## config.mk

```make
export PLATFORM = sky130hd
export DESIGN_NAME = if_fetch_ctrl
export DESIGN_NICKNAME = d
export VERILOG_FILES = /design/src/rtl/if_fetch_ctrl.sv
export SDC_FILE = /design/constraint.sdc
export NUM_CORES = 1
export LEC_CHECK = 0
export BUFFER_PORTS_ARGS = -buffer_cell sky130_fd_sc_hd__buf_2
export CAP_MARGIN = 40
export CELL_PAD_IN_SITES_DETAIL_PLACEMENT = 0
export CELL_PAD_IN_SITES_GLOBAL_PLACEMENT = 2
export CORE_MARGIN = 8
export CORE_UTILIZATION = 33
export DETAILED_ROUTE_END_ITERATION = 8
export MAX_ROUTING_LAYER = met4
export PLACE_DENSITY_LB_ADDON = 0.12
export SLEW_MARGIN = 20
export SYNTH_ARGS = -nofsm -noshare
export SYNTH_HDL_FRONTEND = slang
export SYNTH_SLANG_ARGS = --single-unit
export TNS_END_PERCENT = 50
```

## constraint.sdc

```tcl
create_clock -name clk -period 2.8 [get_ports clk]
set_clock_uncertainty 0.1 [all_clocks]
set_input_delay 0.56 -clock clk [delete_from_list [all_inputs] [get_ports clk]]
set_output_delay 0.56 -clock clk [all_outputs]
set_load 0.02 [all_outputs]
```

## src/rtl/if_fetch_ctrl.sv

```systemverilog
// Instruction-fetch controller: owns the PC and the IF/ID register, issues I-cache requests,
// and handles stall, branch redirect, outstanding-miss drain and HLT.
module if_fetch_ctrl #(
    parameter logic [15:0] RESET_PC  = 16'h0000,
    parameter logic [15:0] NOP_INSTR = 16'h0000,
    parameter logic [3:0]  HLT_OPC   = 4'b1111
) (
    input  logic        clk,
    input  logic        rst,
    output logic        imem_req,
    output logic [15:0] imem_addr,
    input  logic        imem_rdy,
    input  logic [15:0] imem_data,
    input  logic        stall,
    input  logic        flush,
    input  logic [15:0] branch_target,
    output logic [15:0] ifid_instr,
    output logic [15:0] ifid_pc_plus2,
    output logic        ifid_valid,
    output logic        fetch_miss,
    output logic        halted
);

    typedef enum logic [1:0] {
        FETCH = 2'd0,
        DRAIN = 2'd1,
        HALT  = 2'd2
    } state_t;

    state_t      state_reg;
    logic [15:0] pc_reg;
    logic [15:0] redirect_pc_reg;
    logic [15:0] target_aligned;
    logic [15:0] pc_plus2;

    assign target_aligned = {branch_target[15:1], 1'b0};
    assign pc_plus2       = pc_reg + 16'd2;

    assign imem_req   = (state_reg != HALT) && !rst;
    assign imem_addr  = pc_reg;
    assign fetch_miss = imem_req && !imem_rdy;

    // A stall freezes everything, including a flush: the branch in ID is not yet resolved.
    always_ff @(posedge clk or posedge rst) begin
        if (rst) begin
            state_reg       <= FETCH;
            pc_reg          <= RESET_PC;
            redirect_pc_reg <= 16'h0000;
            ifid_instr      <= NOP_INSTR;
            ifid_pc_plus2   <= 16'h0000;
            ifid_valid      <= 1'b0;
            halted          <= 1'b0;
        end else if (!stall) begin
            case (state_reg)
                FETCH: begin
                    if (flush) begin
                        ifid_instr <= NOP_INSTR;
                        ifid_valid <= 1'b0;
                        if (imem_rdy) begin
                            pc_reg <= target_aligned;
                        end else begin
                            // The outstanding miss must complete before the target can be fetched.
                            redirect_pc_reg <= target_aligned;
                            state_reg       <= DRAIN;
                        end
                    end else if (imem_rdy) begin
                        ifid_instr    <= imem_data;
                        ifid_pc_plus2 <= pc_plus2;
                        ifid_valid    <= 1'b1;
                        if (imem_data[15:12] == HLT_OPC) begin
                            state_reg <= HALT;
                            halted    <= 1'b1;
                        end else begin
                            pc_reg <= pc_plus2;
                        end
                    end else begin
                        ifid_instr <= NOP_INSTR;
                        ifid_valid <= 1'b0;
                    end
                end
                DRAIN: begin
                    ifid_instr <= NOP_INSTR;
                    ifid_valid <= 1'b0;
                    if (flush) begin
                        redirect_pc_reg <= target_aligned;
                    end
                    if (imem_rdy) begin
                        pc_reg    <= flush ? target_aligned : redirect_pc_reg;
                        state_reg <= FETCH;
                    end
                end
                HALT: begin
                    ifid_instr <= NOP_INSTR;
                    ifid_valid <= 1'b0;
                    if (flush) begin
                        pc_reg    <= target_aligned;
                        halted    <= 1'b0;
                        state_reg <= FETCH;
                    end
                end
                default: begin
                    state_reg <= FETCH;
                end
            endcase
        end
    end

endmodule

```

==> metrics.md, run 1 <==
| Metric | Value |
|---|---|
| Outcome | `finished, final reports clean` |
| WL met1 | `5.27 mm` |
| Synthesized Nets | `400` |
| CTS Buf Count | `9` |
| CTS Sinks | `68` |
| Crit path cell chain | `inv_1, ha_1, and2_1, o21ai_0, a21o_1, nor2_1, o22a_1` |
| Synth warnings | `0` |
| Clock buffer depth | `2` |
| Placer Congestion | `0.747` |
| TNS Setup | `0 ps` |
| Layout area overhead | `21.2%` |
| Starting Density | `0.336` |
| Worst hold-check slack | `199 ps` |
| Layout cells sized above 1 | `0.327` |
| Cts repair resizes | `0` |
| Top cells by count, synth | `dfrtp_1, a21oi_1, nand2_1, nor2_1, mux2_2` |
| RSZ-0062 raised after global routing | `no` |
| Data arrival time of the critical path | `2550 ps` |
| Period utilization | `0.867` |
| DR top layer | `met4` |
| Max-cap violations | `0` |
| Crit path required time | `2920 ps` |
| I/O Buffers | `87` |
| WL per Instance | `18.0 um` |
| Top-count cell post-synth | `dfrtp_1` |
| Post-synth EDFFs | `0` |
| Antenna cells | `0` |
| Number of setup buffers added after CTS | `0` |
| Setup Crit Path Kind | `reg -> reg` |
| Tmin final | `2430 ps` |
| FFs w/ async S/R, synth | `1.00` |
| CTS Hold Bufs | `0` |
| Sequential fraction of the synthesis area | `0.471` |
| Slowest stage cell, crit path | `a21o_1` |
| CP endpoint kind | `register` |
| FMAX | `412 MHz` |
| Clock latency on the worst-skew pair | `340 ps` |
| Residual DRC | `0` |
| Detailed Route WL | `10.6 mm` |
| Initial antenna violation count | `0` |
| Routed Antenna Nets | `0` |
| Slew Limit Headroom | `0.536` |
| Vias in the first global route | `3022` |
| Number of synthesized register bits | `68` |
| DRT iter0 DRCs | `200` |
| Hold Fails Final Rpt | `0` |
| Vert. Die Dim | `121 um` |
| CP max FO | `20` |
| Pins Over Slew Limit | `0` |
| Least-Margin Pin Slew | `695 ps` |
| Final Setup Violations | `0` |
| CP peak stage delay | `620 ps` |
| Die Area | `0.0146 sq mm` |
| Die X | `121 um` |
| Largest net degree at the start of global routing | `69` |
| Mean Syn Cell Area | `10.1 sq um` |
| Vias per inst | `5.20` |
| H-tree depth | `3` |
| Synth top area cells | `dfrtp_1, mux2_2, a21oi_1` |
| Clock root cell | `clkbuf_8` |
| Post-Syn Area | `0.00361 sq mm` |
| Met2 routed WL | `4.64 mm` |
| Leakage | `0.00199 uW` |
| Drt pass-1 iters | `5` |
| Worst Setup Start Kind | `register` |
| Nets | `488` |
| First-pass GRT wire length | `16.9 mm` |
| Min-Delay Path Class | `in -> async` |
| Dpl hpwl | `7.32 mm` |
| Max IR drop VDD | `0.348 mV` |
| Gr ovfl total | `0` |
| Io pins | `89` |
| Synth top area share | `0.471` |
| Vias | `3065` |
| Core ar. | `0.0107 sq mm` |
| Row count | `38` |
| Met3 routed WL | `602 um` |
| Synth cell types | `54` |
| Synth area leader | `dfrtp_1` |
| Cell Pwr Density | `1030 mW/mm^2` |
| CTS tree | `built` |
| Clock transition at the registers of the reported paths | `70 ps` |
| Tot GR Track Use | `0.152` |
| Reg2reg path depth | `7` |
| Top FF cell, synth | `dfrtp_1` |
| Post-synthesis cell count | `358` |
## cell type report
cell class	instances	area, sq um
timing repair buffer	101	553
tap	140	175
sequential	68	1700
clock buffer	12	135
multi-input combinational	257	1740
fill	1113	6370
inverter	9	33.8
clock inverter	2	37.5
## layer usage
layer / global-route usage / vias up
met1: 0.205 / 1481
met5: - / -
met4: 0.0585 / 0
met2: 0.220 / 87
li1: - / 1489
met3: 0.0317 / 8
## cells by family after synthesis
kind of cell / Yosys count / synth area share
compound gates: 112 / 0.207
flops: 68 / 0.471
xor+xnor: 13 / 0.0315
simple gates: 97 / 0.134
buf+inv: 33 / 0.0481
mux: 30 / 0.0911
fa+ha+maj: 5 / 0.0173
## path summary, 6_finish.rpt
check,to,slack [ps],start
worst max-delay path,imem_addr[8],370,state_reg[0]
worst min-delay path,state_reg[0],200,rst
worst max register to register,imem_addr[8],370,state_reg[0]
worst min register to register,ifid_instr[10],400,ifid_instr[10]
max in group asynchronous,ifid_pc_plus2[15],2080,rst
min in group clk,ifid_instr[4],330,imem_data[4]
## metrics by stage
| step | cells | worst slack (ps) | instance area (sq um) | power [uW] | util |
|---|---|---|---|---|---|
| floorplan | 358 | 428 | 3610 | 3070 | - |
| global placement | 575 | 414 | 4210 | 3720 | 0.391 |
| detailed placement | 575 | 398 | 4210 | 3760 | 0.391 |
| CTS | 589 | 367 | 4380 | 4550 | 0.407 |
| global route | 589 | 175 | 4380 | 4840 | 0.407 |
| finish | 589 | 373 | 4380 | 4500 | 0.407 |
## layout by cell type, fill, tap and decap left out, types with 2 or more instances in the layout
master    synthesis  layout
a21o_1            2       2
a21oi_1          36      36
a22o_1           19      19
a31oi_1          11      11
a32o_1            2       2
and3_1            3       3
and4_1            2       2
buf_2            10      87
buf_4             4      13
clkbuf_1          6       3
clkbuf_8          0       9
dfrtp_1          68      68
ha_1              5       5
inv_1             8       7
inv_2             1       2
mux2_2           23      23
mux2i_1           7       7
nand2_1          35      35
nand3_1           5       5
nand4_1           6       6
nor2_1           24      24
nor2b_1           3       3
nor3_1            8       8
o211ai_1          3       3
o21ai_0          17      17
o22a_1            5       5
o31a_1            2       2
o31ai_1           3       3
xnor2_1           8       8
xor2_1            5       5
## where the power goes
part           internal [uW]  total (uW)  switching, uW
combinational            815        2020           1200
clock                    403         772            369
sequential              1350        1710            358
## critical path: cells and delay by family, from the launching register on
| family | cells | cell delay, ps |
|---|---|---|
| buffers and inverters | 1 | 100 |
| and+or+nand+nor | 2 | 360 |
| AOI/OAI and AO/OA | 3 | 970 |
| adders and majority gates | 1 | 290 |
| DFF | 1 | 470 |
Power figures use the tool's default switching activity.
==> run 2, diff against run 1 <==
Settings changed: BUFFER_PORTS_ARGS -buffer_cell sky130_fd_sc_hd__buf_2 to -buffer_cell sky130_fd_sc_hd__buf_4, PLACE_DENSITY_LB_ADDON 0.12 to 0.1.
==> run 2 against run 1 <==
  * Combinational power increased by 7%
  * Cell count rose by 0.51%
  * Non-clock buffer count rose by 1
  * Die area is the same
  * Sequential power about the same
  * Critical path depth did not move
==> metrics.md, run 2 (same netlist as run 1, synthesis figures left out) <==
| Metric | Value |
|---|---|
| Vert. Die Dim | `121 um (unchanged)` |
| Initial antenna violation count | `0 (unchanged)` |
| Pins Over Slew Limit | `0 (unchanged)` |
| Grt peak-use layer | `met2 (unchanged)` |
| Cell Pwr Density | `1030 mW/mm^2 (about the same)` |
| RSZ-0062 raised after global routing | `no (unchanged)` |
| Design area | `0.00465 sq mm (was 0.00438 sq mm)` |
| Antenna cells | `0 (unchanged)` |
| Die X | `121 um (unchanged)` |
| H-tree depth | `3 (unchanged)` |
| Hold Fails Final Rpt | `0 (unchanged)` |
| Leakage | `0.00207 uW (was 0.00199 uW)` |
| Period utilization | `0.857 (was 0.867)` |
| Routed Antenna Nets | `0 (unchanged)` |
| Setup Crit Path Kind | `reg -> reg (unchanged)` |
| Starting Density | `0.336 (unchanged)` |
| CTS tree | `built (unchanged)` |
| Min-Delay Path Class | `in -> async (unchanged)` |
| Placed Area | `0.00443 sq mm (was 0.00421 sq mm)` |
| Residual DRC | `0 (unchanged)` |
| Placer Congestion | `0.771 (was 0.747)` |
| Met2 Use GR | `0.222 (was 0.220)` |
| CP max FO | `20 (unchanged)` |
| M1 GR Usage | `0.206 (was 0.205)` |
| Detailed Route WL | `10.5 mm (was 10.6 mm)` |
| FMAX | `417 MHz (was 412 MHz)` |
| Layout cells sized above 1 | `0.336 (was 0.327)` |
| CTS Hold Bufs | `0 (unchanged)` |
| Vias in the first global route | `3054 (was 3022)` |
| Gr ovfl total | `0 (unchanged)` |
| Commonest non-fill, non-tap cells in the layout | `buf_4, dfrtp_1, a21oi_1 (was buf_2, dfrtp_1, a21oi_1)` |
| Tmin final | `2400 ps (was 2430 ps)` |
| Drt pass-1 iters | `4 (was 5)` |
| CTS Sinks | `68 (unchanged)` |
| CTS Buf Count | `9 (unchanged)` |
| Dpl hpwl | `7.31 mm (was 7.32 mm)` |
| WL per Instance | `17.8 um (was 18.0 um)` |
| Tot GR Track Use | `0.151 (was 0.152)` |
| Cts repair resizes | `0 (unchanged)` |
| Slew Limit Headroom | `0.519 (was 0.536)` |
| Nets | `489 (was 488)` |
| TNS Setup | `0 ps (unchanged)` |
| Layout area overhead | `28.6% (was 21.2%)` |
| Final Setup Violations | `0 (unchanged)` |
| Vias | `3054 (was 3065)` |
| Slowest stage cell, crit path | `a21o_1 (unchanged)` |
| Number of setup buffers added after CTS | `0 (unchanged)` |
| Least-Margin Pin Slew | `722 ps (was 695 ps)` |
| Crit path required time | `2930 ps (was 2920 ps)` |
| Outcome | `finished, final reports clean (unchanged)` |
| Clock latency on the worst-skew pair | `340 ps (about the same)` |
| Most common cell after layout, fill and taps aside | `buf_4 (was buf_2)` |
| Vias per inst | `5.16 (was 5.20)` |
| Clock root cell | `clkbuf_8 (unchanged)` |
| Worst Setup Start Kind | `register (unchanged)` |
| CP endpoint kind | `register (unchanged)` |
| Clock transition at the registers of the reported paths | `80 ps (was 70 ps)` |
| Clock buffer depth | `2 (unchanged)` |
| I/O Buffers | `87 (unchanged)` |
| Largest net degree at the start of global routing | `69 (unchanged)` |
| First-pass GRT wire length | `16.9 mm (about the same)` |
| Io pins | `89 (unchanged)` |
| GRT met3 Usage | `0.0350 (was 0.0317)` |
| Core ar. | `0.0107 sq mm (unchanged)` |
| Die Area | `0.0146 sq mm (unchanged)` |
| Register-to-register setup slack | `400 ps (was 370 ps)` |
| Max-cap violations | `0 (unchanged)` |
| Row count | `38 (unchanged)` |
| Crit path max-delay family | `compound AO/OA/AOI/OAI gates (unchanged)` |
| Max IR drop VDD | `0.422 mV (was 0.348 mV)` |
| Data arrival time of the critical path | `2530 ps (was 2550 ps)` |
| DRT iter0 DRCs | `189 (was 200)` |
| CP peak stage delay | `630 ps (was 620 ps)` |
| CP bufs+invs | `1 (unchanged)` |
| Crit path cell chain | `inv_1, ha_1, and2_1, o21ai_0, a21o_1, nor2_1, o22a_1 (unchanged)` |
run 2: changes by cell type in the layout (fill, tap and decap cells not counted):
cell and delta:
clkbuf_1 -2, buf_4 +88, clkinv_2 +1, bufinv_16 +1, buf_2 -87, clkinvlp_4 +1
clkinv_4 +1
run 2: routing by layer:
metal,vias up,part of all wire
li1,1494,-
met2,82,0.44
met3,6,0.049
met4,0,0.0061
met1,1472,0.50
met5,-,0
run 2: metrics by stage:
stage | total power [uW] | util | hold slack, ps | instances | setup slack, ps
final | 4800 | 0.432 | 196 | 592 | 399
after global routing | 5140 | 0.432 | 228 | 592 | 156
after CTS | 4870 | 0.432 | 216 | 592 | 389
after detailed placement | 3930 | 0.412 | 372 | 576 | 414
after global placement | 3900 | 0.412 | 360 | 576 | 420
after floorplan | 3070 | - | 365 | 358 | 428
run 2: worst paths after layout:
path,from,to,cells after the start
setup / recovery,state_reg[0],imem_addr[8],7
hold / removal,rst,state_reg[0],3
setup reg to reg,state_reg[0],imem_addr[8],7
hold reg to reg,ifid_valid,ifid_valid,1
max in group asynchronous,rst,ifid_pc_plus2[7],3
min in group clk,imem_data[11],ifid_instr[11],2
run 2: worst min-delay path, cell delays in order:
cell    delay (ps)
buf_4          120
inv_2           60
buf_12         310
run 2: layout make-up:
type                            instances  area [sq um]
Clock inverter                          6          88.8
Tap cell                              140           175
Multi-Input combinational cell        257          1740
Timing Repair Buffer                  102           778
Clock buffer                           10           128
Fill cell                            1106          6100
Inverter                                9          33.8
Sequential cell                        68          1700
run 2: report_power, final:
| group | switching (uW) | leakage (uW) | total [uW] | internal [uW] |
|---|---|---|---|---|
| Combinational | 1200 | 0.00114 | 2170 | 978 |
| Clock | 410 | 0.000102 | 912 | 502 |
| Sequential | 363 | 0.000835 | 1710 | 1350 |
